### src/rtl/piso_vector.sv
// Parallel-in, serial-out pixel serializer: one packed vector in, NUM_PIX pixels out on a valid/ready stream.
// Latency: a vector accepted at edge N has its first pixel valid after edge N; one pixel per cycle after that.
// Backpressure: pixel, last flag and count hold while i_ready is low. o_ready is only high when idle or on an accepted final beat.
// Emission order is highest-index pixel first. Defining PISO_VECTOR_LSB_FIRST_EN switches it to pixel 0 first.
module piso_vector #(
    parameter int NUM_PIX = 5,
    parameter int PIX_W   = 8
) (
    input  logic                     clk,
    input  logic                     rst,
    input  logic                     i_valid,
    output logic                     o_ready,
    input  logic [NUM_PIX*PIX_W-1:0] i_vector,
    output logic                     o_valid,
    input  logic                     i_ready,
    output logic [PIX_W-1:0]         o_pixel,
    output logic                     o_last
);

    localparam int VEC_W = NUM_PIX * PIX_W;
    localparam int CNT_W = (NUM_PIX > 1) ? $clog2(NUM_PIX) : 1;
    localparam logic [CNT_W-1:0] LAST_CNT = CNT_W'(NUM_PIX - 1);

    typedef enum logic {
        IDLE  = 1'b0,
        SHIFT = 1'b1
    } state_t;

    state_t            state;
    logic [VEC_W-1:0]  shreg;
    logic [CNT_W-1:0]  cnt;
    logic [CNT_W-1:0]  cnt_nxt;
    logic              accept;
    logic              beat;

    // The next pixel to emit always sits at the head end of shreg.
`ifdef PISO_VECTOR_LSB_FIRST_EN
    function automatic logic [PIX_W-1:0] head(input logic [VEC_W-1:0] v);
        return v[PIX_W-1:0];
    endfunction

    function automatic logic [VEC_W-1:0] advance(input logic [VEC_W-1:0] v);
        return v >> PIX_W;
    endfunction
`else
    function automatic logic [PIX_W-1:0] head(input logic [VEC_W-1:0] v);
        return v[VEC_W-1 -: PIX_W];
    endfunction

    function automatic logic [VEC_W-1:0] advance(input logic [VEC_W-1:0] v);
        return v << PIX_W;
    endfunction
`endif

    // A final beat taken together with a new vector lets the next vector follow with no bubble.
    assign o_ready = (state == IDLE) || (o_last && i_ready);
    assign accept  = i_valid && o_ready;
    assign beat    = o_valid && i_ready;
    assign cnt_nxt = cnt + CNT_W'(1);

    always_ff @(posedge clk or posedge rst) begin
        if (rst) begin
            state   <= IDLE;
            shreg   <= '0;
            cnt     <= '0;
            o_valid <= 1'b0;
            o_pixel <= '0;
            o_last  <= 1'b0;
        end else if (accept) begin
            state   <= SHIFT;
            shreg   <= advance(i_vector);
            cnt     <= '0;
            o_valid <= 1'b1;
            o_pixel <= head(i_vector);
            o_last  <= (LAST_CNT == '0);
        end else if (beat) begin
            if (o_last) begin
                state   <= IDLE;
                o_valid <= 1'b0;
                o_last  <= 1'b0;
            end else begin
                shreg   <= advance(shreg);
                cnt     <= cnt_nxt;
                o_pixel <= head(shreg);
                o_last  <= (cnt_nxt == LAST_CNT);
            end
        end
    end

endmodule

### config.mk
export PLATFORM = sky130hd
export DESIGN_NAME = piso_vector
export DESIGN_NICKNAME = d
export VERILOG_FILES = /design/src/rtl/piso_vector.sv
export SDC_FILE = /design/constraint.sdc
export NUM_CORES = 1
export LEC_CHECK = 0
export ABC_AREA = 1
export CAP_MARGIN = 20
export CORE_MARGIN = 1.5
export CORE_UTILIZATION = 35
export DETAILED_ROUTE_END_ITERATION = 10
export DONT_BUFFER_PORTS = 1
export PLACE_DENSITY_LB_ADDON = 0.05
export SYNTH_ARGS = -nofsm -noshare
export SYNTH_HDL_FRONTEND = slang
export SYNTH_SLANG_ARGS = --single-unit
### constraint.sdc
create_clock -name clk -period 1.2 [get_ports clk]
set_input_delay 0.24 -clock clk [delete_from_list [all_inputs] [get_ports clk]]
set_output_delay 0.24 -clock clk [all_outputs]
set_load 0.005 [all_outputs]
## Word-level counts from Yosys, hierarchy flattened

Cells that the tools add are included.

- Flip-flop bits (word level): 53
- Bits of input ports: 44
- Output and inout bits: 11
- Word-level logic and storage cells: 32

- Add/subtract/negate cells: 1
- Equality and inequality tests: 2
- Multiplexer cells: 15
- Bitwise logic cells: 1
- Reduce and logical (&&, ||, !) cells: 8

Operator list:

| operator | count |
|---|---|
| 40-bit two-way mux | 3 |
| 8-bit two-way mux | 3 |
| 3-bit two-way mux | 3 |
| 1-bit two-way mux | 6 |
| 2-bit AND reduction | 2 |
| 2-bit nonzero test | 2 |
| 3-bit by 1-bit adder with 3-bit output (second input constant) | 1 |
| 3-bit equality test (second input constant) | 1 |
| 1-bit logical AND | 3 |
| 2-bit by 1-bit != test with 1-bit output (second input constant) | 1 |
| 1-bit logical OR | 1 |
| 1-bit inverter | 1 |

## Depth between registers and ports, before layout

- Word-level depth: 5
- Mapped depth: 7

## Worst setup path before layout

Ideal clock, no wire load.

- Path kind: reg2reg
- From: register o_last
- To: register shreg[23]
- Library setup time: 0.117 ns
- Arrival: 1.037 ns
- Required time: 1.083 ns
- Path slack: 0.046 ns
- Cell stages (with the launch flop): 8
- Path buffers: 1
- Clock period less this slack: 1.154 ns
- Path through: dfrtp_1 nand2_1 nand2_4 nand2_4 buf_2 nand2_1 nand2_1 nand2_1

- Word-level cells in the longest chain between the ends: 5
- Elaborated cells between the ends (all ways): 7
- Classes of those cells: 1 x eq/ne; 1 x mux; 5 x reduce/logical

Ends and longest elaborated chain:

| item | line | text |
|---|---|---|
| start, declared | 17 | `output logic o_last` |
| start signal, assigned | 75 | `o_last <= (LAST_CNT == '0);` |
| start signal, assigned | 85 | `o_last <= (cnt_nxt == LAST_CNT);` |
| 1-bit logical AND | 56 | `assign o_ready = (state == IDLE) \|\| (o_last && i_ready);` |
| 1-bit logical OR | 56 |  |
| 1-bit logical AND | 57 | `assign accept = i_valid && o_ready;` |
| 2-bit by 1-bit != test with 1-bit output (no source line) or 2-bit nonzero test (tied branches) | n/a |  |
| 2-bit AND reduction (no source line) | n/a |  |
| end signal, assigned | 71 | `shreg <= advance(i_vector);` |
| end signal, assigned | 82 | `shreg <= advance(shreg);` |
| end, declared | 30 | `logic [VEC_W-1:0] shreg;` |

Parallel ways exist; a longest one is shown, timed or not.
A chain may end at the register's enable or synchronous reset.

## Worst setup path after layout

- From: register o_last
- To: output port o_ready

- Word-level cells in the longest chain between the ends: 2

Ends and longest elaborated chain:

| item | line | text |
|---|---|---|
| 1-bit logical AND | 56 |  |
| 1-bit logical OR | 56 |  |
| end, declared | 12 | `output logic o_ready,` |

Every way passes these cells.

==> flow_summary.ini <==
[global_routing]
grt_pass1_vias = 1789
grt-ovfl-total = 0
antenna_found_initial = 0
grt_pass1_wl_mm = 9.177
grt_util_all_layers_pct = 16.47
grt_max_degree = 34

[floorplan]
placementRows = 28
coreArea_um2 = 6026
io_pins = 55
start_util_pct = 37.06
die_x_um = 82.88
fp.dieH_um = 82.88
die-area_um2 = 6869

[drt]
drt_iter0_markers = 87
ant_nets = 0
num_vias = 1849
drtPass1Iterations = 4
wl_per_cell_um = 15.51
avgViaCountPerCell = 5.080
routed_wl_mm = 5.645
drc_errors = 0

[sta]
fin_crit_ps = 1359
fin_ws_ps = -158.9
holdWs_ps = 60.05
fmax_mhz = 735.9
grt_setup_unrepaired = yes
setup_viol = 46
final.period_utilization_pct = 113.2
timing.final.max_slew_violations = 0
tightest_slew_ps = 275.5
relSlewSlack_pct = 81.61
hold_viol_final = 0
fin_worst_skew_ps = 3.868
setup_tns_ps = -2975

[worst_setup_path]
slowest_stage = dfrtp_1
end_kind = primary output
cp_max_fo = 7
critPathKind = reg -> out
arrival_ps = 1120
cp-start-kind = register
r2r_start = o_last
cpPeakStageDelay_ps = 410
path_cells = buf_6 > nand2_4 > nand2_8 > buf_12
crit_required_ps = 960
cp-startpoint = o_last

[clock_network]
cts_tree = yes
clkTransAtPathRegs_ps = 80
clock_latency_ps = 290
clock-sinks = 45
cts.htree.levels = 2
ctsLongestPathBuffers = 2
cts_root_buf = clkbuf_8
numCtsBuffers = 5

[placed_design]
dp_slack_ps = 10.49
io_buffers = 0
gp_congestion = 0.7128
hpwl_mm = 3.491

[pwr]
finalPower_mw = 6.787
net-switching-power_mw = 2.592
power_frac_clock_pct = 13.6
p_leak_nw = 1.396
irDropWorstVdd_mv = 0.8539
power_density_nw_per_um2 = 2480
switching_share_pct = 38.19
comb_power_share_pct = 47.1
p_seq_share_pct = 39.3
power.internal_mw = 4.195

[layout]
layout-drive-gt1-share_pct = 17.99
layout_common_cells = nand2_1, nand3_1, dfrtp_1, nand3b_1, nand2_2
final_util_pct = 45.41
final_common_cell = nand2_1
fin_nets = 334
diodes = 0
area_growth_pct = 22.52

[job]
max-cap-violations = 0

[synthesis]
syn-instance-count = 275
synth_nets = 321
syn-mean-instance-area_um2 = 8.121
ys_warn_count = 0
yosysUniqueCellTypes = 17
synth_area_um2 = 2233
synth-seq-cells = 45
synth-seq-area-share_pct = 50.42
synth_top_cell_area_share_pct = 50.42
yosysTopAreaCell = dfrtp_1
synthTopCellsByArea = dfrtp_1, nand2_1, nand3_1

[worst_hold_path]
min_from = i_vector[5]
hp-class = in -> reg

[outcome]
failed_checks = setup timing
status = finished, violations left
==> Yosys cell counts <==
| master | n |
|---|---|
| nand2_1 | 105 |
| nand3_1 | 73 |
| dfrtp_1 | 45 |
| nand3b_1 | 17 |
| buf_2 | 14 |
| inv_1 | 4 |
| clkbuf_1 | 3 |
| buf_6 | 2 |
| ha_1 | 2 |
| nand2_4 | 2 |
| nor2_1 | 2 |
| buf_4 | 1 |
| nand2_2 | 1 |
| nand3b_2 | 1 |
| nor2_4 | 1 |
| o21ai_0 | 1 |
| o21ai_1 | 1 |
==> registers in the layout, summed over array words and instances, names as in the netlist <==
name / flops
cnt: 3
o_last: 1
state: 1
shreg: 32
o_pixel: 8
==> cell families after synthesis <==
kind of cell / after synthesis / synth area share, %
buf+inv: 24 / 5.658
compound gates: 2 / 0.4477
simple gates: 202 / 42.35
fa+ha+maj: 2 / 1.120
flops: 45 / 50.42
==> metrics by stage <==
stage | std cells | cell area [µm²]
finish | 364 | 2736
global placement | 346 | 2402
global route | 364 | 2736
CTS | 357 | 2536
detailed placement | 346 | 2402
floorplan | 275 | 2237
==> routing by layer <==
metal  up-vias  GRT usage (%)  wire [µm]
li1        931              -          -
met1       857          23.71       2729
met2        55          24.76       2583
met3         6          4.473        272
met4         0          3.636         60
met5         -              0          0
==> power by group through the flow <==
stage               Clock (mW)  Sequential, mW  Combinational (mW)
floorplan                    0            2.57                1.82
global placement             0            2.67                2.48
detailed placement           0            2.67                2.50
CTS                      0.942            2.63                2.69
global route              1.03            2.77                3.63
finish                   0.920            2.67                3.20
==> layout make-up <==
| type | instances | area [µm²] |
|---|---|---|
| clock buffer | 8 | 80.08 |
| fill | 629 | 3289 |
| inverter | 4 | 18.77 |
| multi-input combinational | 206 | 1047 |
| sequential | 45 | 1127 |
| tap | 75 | 93.84 |
| timing repair buffer | 26 | 369.1 |
==> worst paths after layout <==
kind / to / slack (ps) / cells after the start
setup / recovery: o_ready / -160 / 4
hold / removal: shreg[13] / 60 / 2
setup reg to reg: shreg[22] / -120 / 8
hold reg to reg: o_pixel[4] / 500 / 2
max in group asynchronous: state / 490 / 3
min in group asynchronous: o_pixel[1] / 320 / 2
==> worst max-delay path: cells and delay by family, from the launching register on <==
family,cells,cell delay (ps)
DFF,1,410
buffers and inverters,2,280
and+or+nand+nor,2,140
==> repair_timing <==
action / 4_1_cts / 5_1_grt
cloned: 1 / 3
endpoints found under the hold margin: 45 / 0
gates resized for setup: 2 / 28
endpoints found under the setup margin: 3 / 46
hold buffers: 1 / 0
setup buffers: 1 / 4
pin swaps: 0 / 12
(Power assumes the default switching activity.)
==> RTL change (same flow settings) <==
`PIX_W`: 8 -> 7.
--- a/src/rtl/piso_vector.sv
+++ b/src/rtl/piso_vector.sv
@@ -4,7 +4,7 @@
 // Emission order is highest-index pixel first. Defining PISO_VECTOR_LSB_FIRST_EN switches it to pixel 0 first.
 module piso_vector #(
     parameter int NUM_PIX = 5,
-    parameter int PIX_W   = 8
+    parameter int PIX_W   = 7
 ) (
     input  logic                     clk,
     input  logic                     rst,
Ports: changed (resized i_vector and o_pixel); port bits go from 55 to 49. The function was not compared with the original's and may differ.
==> RTL change against the unedited design <==
Worst setup slack better by 110 ps; sequential share of layout area is 3.2 points lower; routed wire length is 7.1% higher; first-iteration DRC count is 9.2% higher; area after synthesis is 2.5% lower; sequential cell count is 5 lower; total power is 0.39% lower; design area is 3.6% lower; the run still ends with setup timing left.
==> RTL change: results (changes against the unedited design) <==
yosysUniqueCellTypes: 17  # unchanged
synthFlopType: "dfrtp_1"
drt_pass1_iterations: 4  # unchanged
cts_root_buf: "clkbuf_8"
drive_gt1_share_pct: 12.3  # -5.7 points
wl_um: 6050  # +7.1%
slowest_stage: "dfrtp_2"
hold_path_class: "in -> reg"
cts_buffer_depth: 2  # unchanged
setup_viol: 1  # -98%
track_usage_pct: 19.1  # +2.6 points
ys_top_cells_by_area: "dfrtp_1, nand2_1, nand3b_1"
skew_ps: 5.63  # +1.77 ps
rrSetupSlack_ps: 10  # +130 ps
antenna_cells: 0  # unchanged
worstRegToRegCells: 7  # -1
yosysWarnings: 0  # unchanged
worstPathMaxFanout: 6  # -1
fillCellCount: 624  # -0.79%
violations: "setup timing"
finalSetupTns_ps: -48.6  # +2930 ps
reg.largest.list: "shreg: 28 flops, o_pixel: 7 flops, cnt: 3 flops"
grt_pass1_wl_um: 9460  # +3.1%
worstSetupEndpoint: "o_ready"
yosys-top-cells-count: "nand2_1, dfrtp_1, nand3_1"
rr_endpoint: "shreg[28]"
io_buffer_count: 0  # unchanged
antenna_found_initial: 0  # unchanged
swShare_pct: 39.9  # +1.7 points
cts_made_buffers: 5  # unchanged
nets: 326  # -2.4%
arrival_ps: 1010  # -110 ps
htree_levels: 2  # unchanged
postLayoutSetupSlackWorst_ps: -48.6  # +110 ps
cts.clk_slew.worst_paths_ps: 70
ir_drop_mv: 0.777  # -9.0%
r2r-start: "o_last"
place_congestion: 0.778  # +9.1%
vias: 1926  # +4.2%
syn-num-nets: 321  # unchanged
max_stage_delay_ps: 440  # +30 ps
drtIter0Drc: 95  # +9.2%
min_period_over_period_pct: 104  # -9.2 points
clock_latency_ps: 290  # about the same
crit_family: "flip-flops"
power.leakage_nw: 1.38  # -1.4%
hpwl_um: 3690  # +5.7%
startpoint: "state"
grt_max_degree: 41  # +21%
async_flop_share_pct: 100  # unchanged
status: "finished with violations"
synth-seq-area-share_pct: 46.0  # -4.5 points
relSlewSlack_pct: 84.7  # +3.1 points
[RTL change: cell count changes after synthesis, sizes merged]
cell and change:
nand4 +28, nand2 +1, nand3b +10, o21ai -1, inv +2, buf +4, nor2 +2, nand3 -36
dfrtp -5
[RTL change: what timing repair did]
| action | 4_1_cts | 5_1_grt |
|---|---|---|
| buffers inserted | 1 | 0 |
| hold endpoints to repair | 40 | 0 |
| resized for setup | 6 | 5 |
| endpoints found under the setup margin | 3 | 40 |
| gates cloned | 2 | 3 |
| pin swaps | 1 | 0 |
| hold buffers | 1 | 0 |
[RTL change: worst register-to-register path, delay by kind of cell (launching register included)]
kind          cells  cell delay [ps]
buf+inv           1              160
flops             1              390
simple gates      6              540
[RTL change: kinds of logic (layout without fill, tap and decap cells)]
group	count (synthesis)	count (layout)	share of synthesized area [%]
buffers and inverters	30	35	6.61
DFF	40	40	46.0
AOI/OAI and AO/OA	1	1	0.230
and+or+nand+nor	207	207	46.1
adders and majority gates	2	2	1.15
[RTL change: worst min path at each step]
stage | endpoint | slack (ps) | from | cells after the start
global placement | shreg[11] | 210 | rst | 2
global route | shreg[11] | 50 | i_vector[4] | 2
finish | shreg[9] | 60 | i_vector[2] | 2
floorplan | shreg[10] | 360 | i_vector[3] | 2
detailed placement | shreg[11] | 220 | rst | 2
CTS | shreg[7] | 50 | i_vector[0] | 2
[RTL change: cell type report]
cell class	count	area (µm²)	share of cell area, %
flip-flops and latches	40	1000	38.0
well taps	75	93.8	3.56
inverters	6	27.5	1.04
clock inverters	1	5.00	0.190
multi-input cells	210	1050	39.9
clock buffers	6	72.6	2.75
repair buffers	22	383	14.5
[RTL change: stage by stage]
step / utilization [%] / cells / worst slack (ps) / instance area [µm²]
2_1_floorplan: - / 280 / 31.9 / 2180
3_3_place_gp: 39.8 / 347 / 12.8 / 2370
3_5_place_dp: 39.8 / 347 / 0.233 / 2370
4_1_cts: 42.9 / 358 / -46.1 / 2550
5_1_grt: 44.3 / 360 / -86.5 / 2640
6_report: 44.3 / 360 / -48.6 / 2640
[RTL change: power by group through the flow]
| stage | clock, mW | combinational, mW | sequential, mW |
|---|---|---|---|
| final | 0.868 | 3.50 | 2.39 |
| after global routing | 0.961 | 3.98 | 2.47 |
| after CTS | 0.903 | 3.37 | 2.39 |
| after detailed placement | 0 | 2.90 | 2.40 |
| after global placement | 0 | 2.88 | 2.40 |
| after floorplan | 0 | 2.04 | 2.29 |
[RTL change: routing by layer]
layer  part of all wire [%]  vias up  routed length [µm]  GRT usage [%]
met3                    4.6        5                 281           4.11
li1                       -      956                   -              -
met4                    1.1        0                  65           5.59
met2                     48       51                2880           31.1
met5                      0        -                   0              0
met1                     47      914                2820           25.3
